==> src/rtl/bus_xfer_ctrl.sv <==
// bus_xfer_ctrl: round-robin sequencer for the shared 8-bit register bus.
// Accepts register-to-register transfer commands from two requesters and
// drives per-register ENABLE/LOAD controls as a PRIME then MOVE sequence,
// so that only one register ever drives the bus.
//
// Ports:
//   clock      sole clock, rising edge
//   reset      asynchronous, active-low
//   req_valid  per-requester command valid (bit k = requester k)
//   req_src    per-requester source register index
//   req_dst    per-requester destination register index
//   req_ready  per-requester grant (combinational, IDLE only)
//   reg_op     per-register operation (NOP / ENABLE / LOAD)
//   busy       high during PRIME and MOVE
//   done       one-cycle pulse in the IDLE cycle after MOVE
//   done_req   requester id of the completed (or rejected) command
//   err        one-cycle pulse on a rejected command
//
// Optional feature: define BUS_XFER_ERR_EN to reject commands with
// src == dst or an out-of-range index (accepted, not executed, err pulses).
// Without it err is tied low and every accepted command is sequenced.

package bus_xfer_ctrl_pkg;
  typedef enum logic [1:0] {
    NOP    = 2'd0,
    ENABLE = 2'd1,
    LOAD   = 2'd2
  } reg_op_e;
endpackage

module bus_xfer_ctrl
  import bus_xfer_ctrl_pkg::*;
#(
  parameter  int unsigned NUM_REGS = 4,
  localparam int unsigned IDW      = $clog2(NUM_REGS)
) (
  input  logic                clock,
  input  logic                reset,
  input  logic [1:0]          req_valid,
  input  logic [1:0][IDW-1:0] req_src,
  input  logic [1:0][IDW-1:0] req_dst,
  output logic [1:0]          req_ready,
  output reg_op_e             reg_op [NUM_REGS],
  output logic                busy,
  output logic                done,
  output logic                done_req,
  output logic                err
);

  typedef enum logic [1:0] {
    IDLE  = 2'd0,
    PRIME = 2'd1,
    MOVE  = 2'd2
  } state_e;

  state_e         state_q, state_d;
  logic           prio_q, prio_d;
  logic [IDW-1:0] src_q, src_d;
  logic [IDW-1:0] dst_q, dst_d;
  logic           id_q, id_d;
  reg_op_e        reg_op_d [NUM_REGS];
  logic           busy_d;
  logic           done_d;
  logic           done_req_d;
  logic           gnt_id_c;
  logic           accept_c;

  // Round-robin grant: a lone requester wins, otherwise prio wins.
  always_comb begin : arb
    gnt_id_c  = 1'b0;
    req_ready = '0;
    if (state_q == IDLE) begin
      if (req_valid == 2'b11) begin
        gnt_id_c = prio_q;
      end else begin
        gnt_id_c = req_valid[1];
      end
      req_ready[gnt_id_c] = req_valid[gnt_id_c];
    end
  end

  assign accept_c = |(req_valid & req_ready);

`ifdef BUS_XFER_ERR_EN
  logic cmd_bad_c;
  logic err_d;

  // Reject self-transfers and indices beyond the populated register bank.
  always_comb begin : cmd_chk
    cmd_bad_c = (req_src[gnt_id_c] == req_dst[gnt_id_c])
             || (32'(req_src[gnt_id_c]) >= NUM_REGS)
             || (32'(req_dst[gnt_id_c]) >= NUM_REGS);
  end
`endif

  // Next-state, latch and registered-output decode.
  always_comb begin : next_state
    state_d    = state_q;
    prio_d     = prio_q;
    src_d      = src_q;
    dst_d      = dst_q;
    id_d       = id_q;
    done_d     = 1'b0;
    done_req_d = done_req;
`ifdef BUS_XFER_ERR_EN
    err_d      = 1'b0;
`endif

    case (state_q)
      IDLE: begin
        if (accept_c) begin
          prio_d = ~gnt_id_c;
          id_d   = gnt_id_c;
          src_d  = req_src[gnt_id_c];
          dst_d  = req_dst[gnt_id_c];
`ifdef BUS_XFER_ERR_EN
          if (cmd_bad_c) begin
            err_d      = 1'b1;
            done_req_d = gnt_id_c;
          end else begin
            state_d = PRIME;
          end
`else
          state_d = PRIME;
`endif
        end
      end
      PRIME: state_d = MOVE;
      MOVE: begin
        state_d    = IDLE;
        done_d     = 1'b1;
        done_req_d = id_q;
      end
      default: state_d = IDLE;
    endcase

    busy_d = (state_d != IDLE);

    // Source ENABLE in both phases; destination LOAD in MOVE overrides it.
    // Indices with no matching register are silently dropped.
    for (int unsigned i = 0; i < NUM_REGS; i++) begin
      reg_op_d[i] = NOP;
      if ((state_d == PRIME || state_d == MOVE) && src_d == IDW'(i)) begin
        reg_op_d[i] = ENABLE;
      end
      if (state_d == MOVE && dst_d == IDW'(i)) begin
        reg_op_d[i] = LOAD;
      end
    end
  end

  // State and output registers; reset forces every reg_op to NOP at once.
  always_ff @(posedge clock or negedge reset) begin : regs
    if (!reset) begin
      state_q  <= IDLE;
      prio_q   <= 1'b0;
      src_q    <= '0;
      dst_q    <= '0;
      id_q     <= 1'b0;
      busy     <= 1'b0;
      done     <= 1'b0;
      done_req <= 1'b0;
      for (int unsigned i = 0; i < NUM_REGS; i++) begin
        reg_op[i] <= NOP;
      end
    end else begin
      state_q  <= state_d;
      prio_q   <= prio_d;
      src_q    <= src_d;
      dst_q    <= dst_d;
      id_q     <= id_d;
      busy     <= busy_d;
      done     <= done_d;
      done_req <= done_req_d;
      for (int unsigned i = 0; i < NUM_REGS; i++) begin
        reg_op[i] <= reg_op_d[i];
      end
    end
  end

`ifdef BUS_XFER_ERR_EN
  always_ff @(posedge clock or negedge reset) begin : err_reg
    if (!reset) begin
      err <= 1'b0;
    end else begin
      err <= err_d;
    end
  end
`else
  assign err = 1'b0;
`endif

endmodule
==> config.mk <==
export PLATFORM = sky130hd
export DESIGN_NAME = bus_xfer_ctrl
export DESIGN_NICKNAME = d
export VERILOG_FILES = /design/src/rtl/bus_xfer_ctrl.sv
export SDC_FILE = /design/constraint.sdc
export NUM_CORES = 1
export LEC_CHECK = 0
export CAP_MARGIN = 20
export CORE_UTILIZATION = 46
export CTS_BUF_LIST = sky130_fd_sc_hd__clkbuf_4
export DETAILED_ROUTE_END_ITERATION = 10
export GPL_ROUTABILITY_DRIVEN = 0
export GPL_TIMING_DRIVEN = 0
export PLACE_DENSITY = 0.8
export SLEW_MARGIN = 20
export SYNTH_ARGS = -nofsm -noshare
export SYNTH_HDL_FRONTEND = slang
export SYNTH_SLANG_ARGS = --single-unit
==> constraint.sdc <==
create_clock -name clock -period 1.76 [get_ports clock]
set_input_delay 0.352 -clock clock [delete_from_list [all_inputs] [get_ports clock]]
set_output_delay 0.352 -clock clock [all_outputs]
set_load 0.01 [all_outputs]
Word-level counts from Yosys, hierarchy flattened
Cells that the tools add are included.

Magnitude comparators: 3. Equal/unequal tests: 11. Mux-type cells: 27. Bitwise operators: 3. Reduce and logical (&&, ||, !) cells: 16.

Operators with widths (number): $mux 2 (14); $eq 2x2->1 const B (7); $mux 1 (11); $logic_and 1x1->1 (9); $eq 2x1->1 const B (4); $logic_not 2->1 (3); $and 2x2->2 (2); $lt 1x2->1 const B (2); $pmux 2 s2 (1); $reduce_and 2->1 (1); $reduce_bool 2->1 (1); $reduce_or 2->1 (1); $demux 1 s1 (1); $ge 1x1->1 const B (1); $logic_or 1x1->1 (1); $not 1->1 (1).

Register bits after elaboration: 19. Output and inout port bits: 14. Word-level logic and storage cells: 72.

Logic depth before layout (Yosys ltp)
Word-level depth: 18. Depth in mapped cells: 7. Depth with buffers taken out: 7.

Worst setup path before layout
No wires, ideal clock.

Kind: register to register. Start point: register state_q[0]. End point: register reg_op[4] (netlist bit). Data arrival time: 1502 ps. Data required time: 1661 ps. Path slack: 159 ps. Cell stages (with the launch flop): 6. Path buffers: 0. Period minus slack after synthesis: 1601 ps. Cells stage by stage: dfrtp_1 > nor2_1 > o21ai_2 > ha_1 > or3b_1 > a311oi_1.

RTL lines: start, declared (RTL line 56) `state_e state_q, state_d;`; start signal, assigned (RTL line 167) `state_q <= state_d;`; end signal, assigned by index (RTL line 176) `reg_op[i] <= reg_op_d[i];`; end, declared (RTL line 43) `output reg_op_e reg_op [NUM_REGS],`.

Worst setup path after layout
Start point: register state_q[0]. End point: output req_ready[1].

Longest elaborated chain between the ends: 2.

RTL lines: $logic_not 2->1 (RTL line 72) `if (state_q == IDLE) begin`; $mux 2 (RTL line 72); end, declared (RTL line 42) `output logic [1:0] req_ready,`.

No other way between the ends.

==> flow_metrics.env <==
export IMPL_die_y_um=43.7
export IMPL_clock_path_buffers=2
export IMPL_core_area_um2=1560
export IMPL_drv_cap=0
export IMPL_cts_made_buffers=3
export IMPL_setup_viol=0
export IMPL_reg2reg_setup_slack_ns=0.03
export IMPL_htree_levels=1
export IMPL_skew_ns=0.00736
export IMPL_totalWireLength_mm=1.56
export IMPL_whs_path_depth=2
export IMPL_status="complete, no violations"
export IMPL_hold_end="id_q"
export IMPL_seq_power_share_pct=35.4
export IMPL_cp_end_kind="primary output"
export IMPL_slew_headroom_pct=45.7
export IMPL_vdd_drop_max_mv=1.20
export IMPL_worstSetupStartpointType="flip-flop"
export IMPL_synth_seq_cells=19
export IMPL_die_w_um=43.7
export IMPL_grt_pass1_vias=579
export IMPL_cts_tree="built"
export IMPL_worst_pin_slew_ns=0.812
export IMPL_cp_required_ns=1.41
export IMPL_antenna_cells=0
export IMPL_avgViaCountPerCell=5.32
export IMPL_area_growth_pct=43.3
export IMPL_clock_latency_ns=0.29
export IMPL_dp_hpwl_mm=1.17
export IMPL_syn_num_nets=81
export IMPL_drive_above_1_share_pct=34.0
export IMPL_syn_area_per_cell_um2=11.8
export IMPL_grt_max_degree=20
export IMPL_grt_pass1_wl_mm=2.49
export IMPL_yosysSeqAreaShare_pct=59.5
export IMPL_worst_r2r_cell_count=5
export IMPL_yosysWarnings=0
export IMPL_row_count=14
export IMPL_hold_viol=0
export IMPL_drc_errors=0
export IMPL_grt_overflow=0
export IMPL_grt_usage_pct=18.4
export IMPL_r2r_start="state_q[1]"
export IMPL_drtPass1Iterations=2
export IMPL_start_util_pct=51.3
export IMPL_synth_area_um2=800
export IMPL_crit_fanout=4
export IMPL_fmax_mhz=575
export IMPL_hold_ws_ns=0.511
export IMPL_hold_path_class="flip-flop to flip-flop"
export IMPL_synth_distinct_cells=29
export IMPL_leakage_nw=0.513
export IMPL_clk_pin_slew_ns=0.10
export IMPL_sw_frac_of_total_pct=39.6
export IMPL_r2r_end="reg_op[2]"
export IMPL_utilization_pct=73.5
export IMPL_finalCritPeriodShare_pct=98.8
export IMPL_pin_count=26
export IMPL_clockRootBuffer="clkbuf_4"
export IMPL_p_int_mw=1.21
export IMPL_layout_common_cells="clkdlybuf4s50_1, dfrtp_1, inv_1, nor2_1, nor3_1"
export IMPL_antenna_found_initial=0
export IMPL_period_needed_ns=1.74
export IMPL_n_fill_cell=114
export IMPL_final_max_slew_viol_count=0
export IMPL_layout_commonest_cell="clkdlybuf4s50_1"
export IMPL_regArea_um2=477
export IMPL_cp_arrival_ns=1.39
export IMPL_synthCells=68
export IMPL_crit_type="flip-flop to primary output"
export IMPL_die_area_um2=1910
export IMPL_hp_start="id_q"
export IMPL_power_share_combinational_pct=54.3
export IMPL_drt_iter0_drc=6
export IMPL_routedWlPerCell_um=13.8
export IMPL_pwr_share_clk_pct=10.3
export IMPL_multiInputGateArea_um2=334
export IMPL_nets=111
export IMPL_rsz0062_at_grt="yes"
export IMPL_antenna_left=0
export IMPL_power_switching_uw=795
export IMPL_powerDensity_nw_per_um2=1750
export IMPL_vias=601
export IMPL_portBuffers=24
export IMPL_clkSinkCount=19
synth_stat cells, drive strengths merged:
cell / count / area (um2)
dfrtp: 19 / 475
inv: 8 / 30.0
nor2: 6 / 22.5
nor3: 6 / 30.0
a311oi: 4 / 35.0
o21ai: 4 / 23.8
a21oi: 2 / 21.3
buf: 2 / 18.8
nand2b: 2 / 15.0
a211o: 1 / 10.0
a21boi: 1 / 11.3
a21o: 1 / 8.76
a2bb2oi: 1 / 8.76
and2: 1 / 8.76
conb: 1 / 3.75
ha: 1 / 12.5
mux2: 1 / 11.3
nand3: 1 / 5.00
nor2b: 1 / 6.26
nor3b: 1 / 7.51
o22a: 1 / 10.0
o2bb2ai: 1 / 8.76
or2: 1 / 6.26
or3b: 1 / 8.76
cells by family after synthesis:
logic type	Yosys count	synth area share [%]
other	1	0.469
DFF	19	59.5
muxes	1	1.41
adders and majority gates	1	1.56
buffers and inverters	10	6.10
and+or+nand+nor	20	13.8
AOI/OAI and AO/OA	16	17.2
state kept, by name, indices dropped and copies added, names as in the netlist, 2 cells and up:
signal,cells
reg_op,8
dst_q,2
src_q,2
state_q,2
layer usage:
metal | vias up | track usage (%) | wire [um]
met5 | - | 0 | 0
met2 | 16 | 28.7 | 760
met4 | 0 | 6.25 | 9
li1 | 293 | - | -
met1 | 290 | 22.5 | 706
met3 | 2 | 8.75 | 83
power by group through the flow:
stage / sequential (mW) / clock, mW / combinational, mW
final: 0.711 / 0.207 / 1.09
after global routing: 0.731 / 0.234 / 1.18
after CTS: 0.709 / 0.217 / 0.967
after detailed placement: 0.706 / 0 / 0.910
after global placement: 0.700 / 0 / 0.883
after floorplan: 0.742 / 0 / 0.506
worst max-delay path by stage:
stage | startpoint | slack (ns) | end | cells after the start
after floorplan | state_q[0] | 0.16 | reg_op[4] | 5
after global placement | req_valid[0] | -0.45 | req_ready[0] | 5
after detailed placement | req_valid[1] | -0.48 | reg_op[2] | 8
after CTS | state_q[0] | -0.007 | reg_op[2] | 5
after global routing | state_q[1] | -0.09 | reg_op[2] | 5
final | state_q[0] | 0.02 | req_ready[1] | 4
worst max-delay path, cell delays in order (launching register included):
cell           delay [ns]
dfrtp_2              0.45
nor2_4               0.15
nand3_2              0.13
inv_1                0.10
dlygate4sd2_1        0.27
per-stage QoR:
stage	worst slack (ns)	setup TNS (ns)	instances	power, mW	instance area (um2)
global route	-0.0856	-0.264	113	2.14	1150
floorplan	0.159	0	68	1.25	800
CTS	-0.00692	-0.00692	112	1.89	1110
finish	0.0214	0	113	2.01	1150
global placement	-0.450	-3.87	108	1.58	1060
detailed placement	-0.483	-4.43	108	1.62	1060
area by class of cell:
type                    instances  area share, %
clock inverters                 1          0.437
plain buffers                   2           1.64
flip-flops and latches         19           41.6
clock buffers                   3           1.97
repair buffers                 25           20.9
well taps                      16           1.75
inverters                       8           2.62
multi-input cells              39           29.1
timing repair:
item                                    in CTS  in global routing
pin swaps                                    0                  1
gates resized for setup                     12                 11
hold buffers                                 0                  0
setup buffers                                0                  1
endpoints found under the setup margin       8                  8
Power figures use the tool's default switching activity.
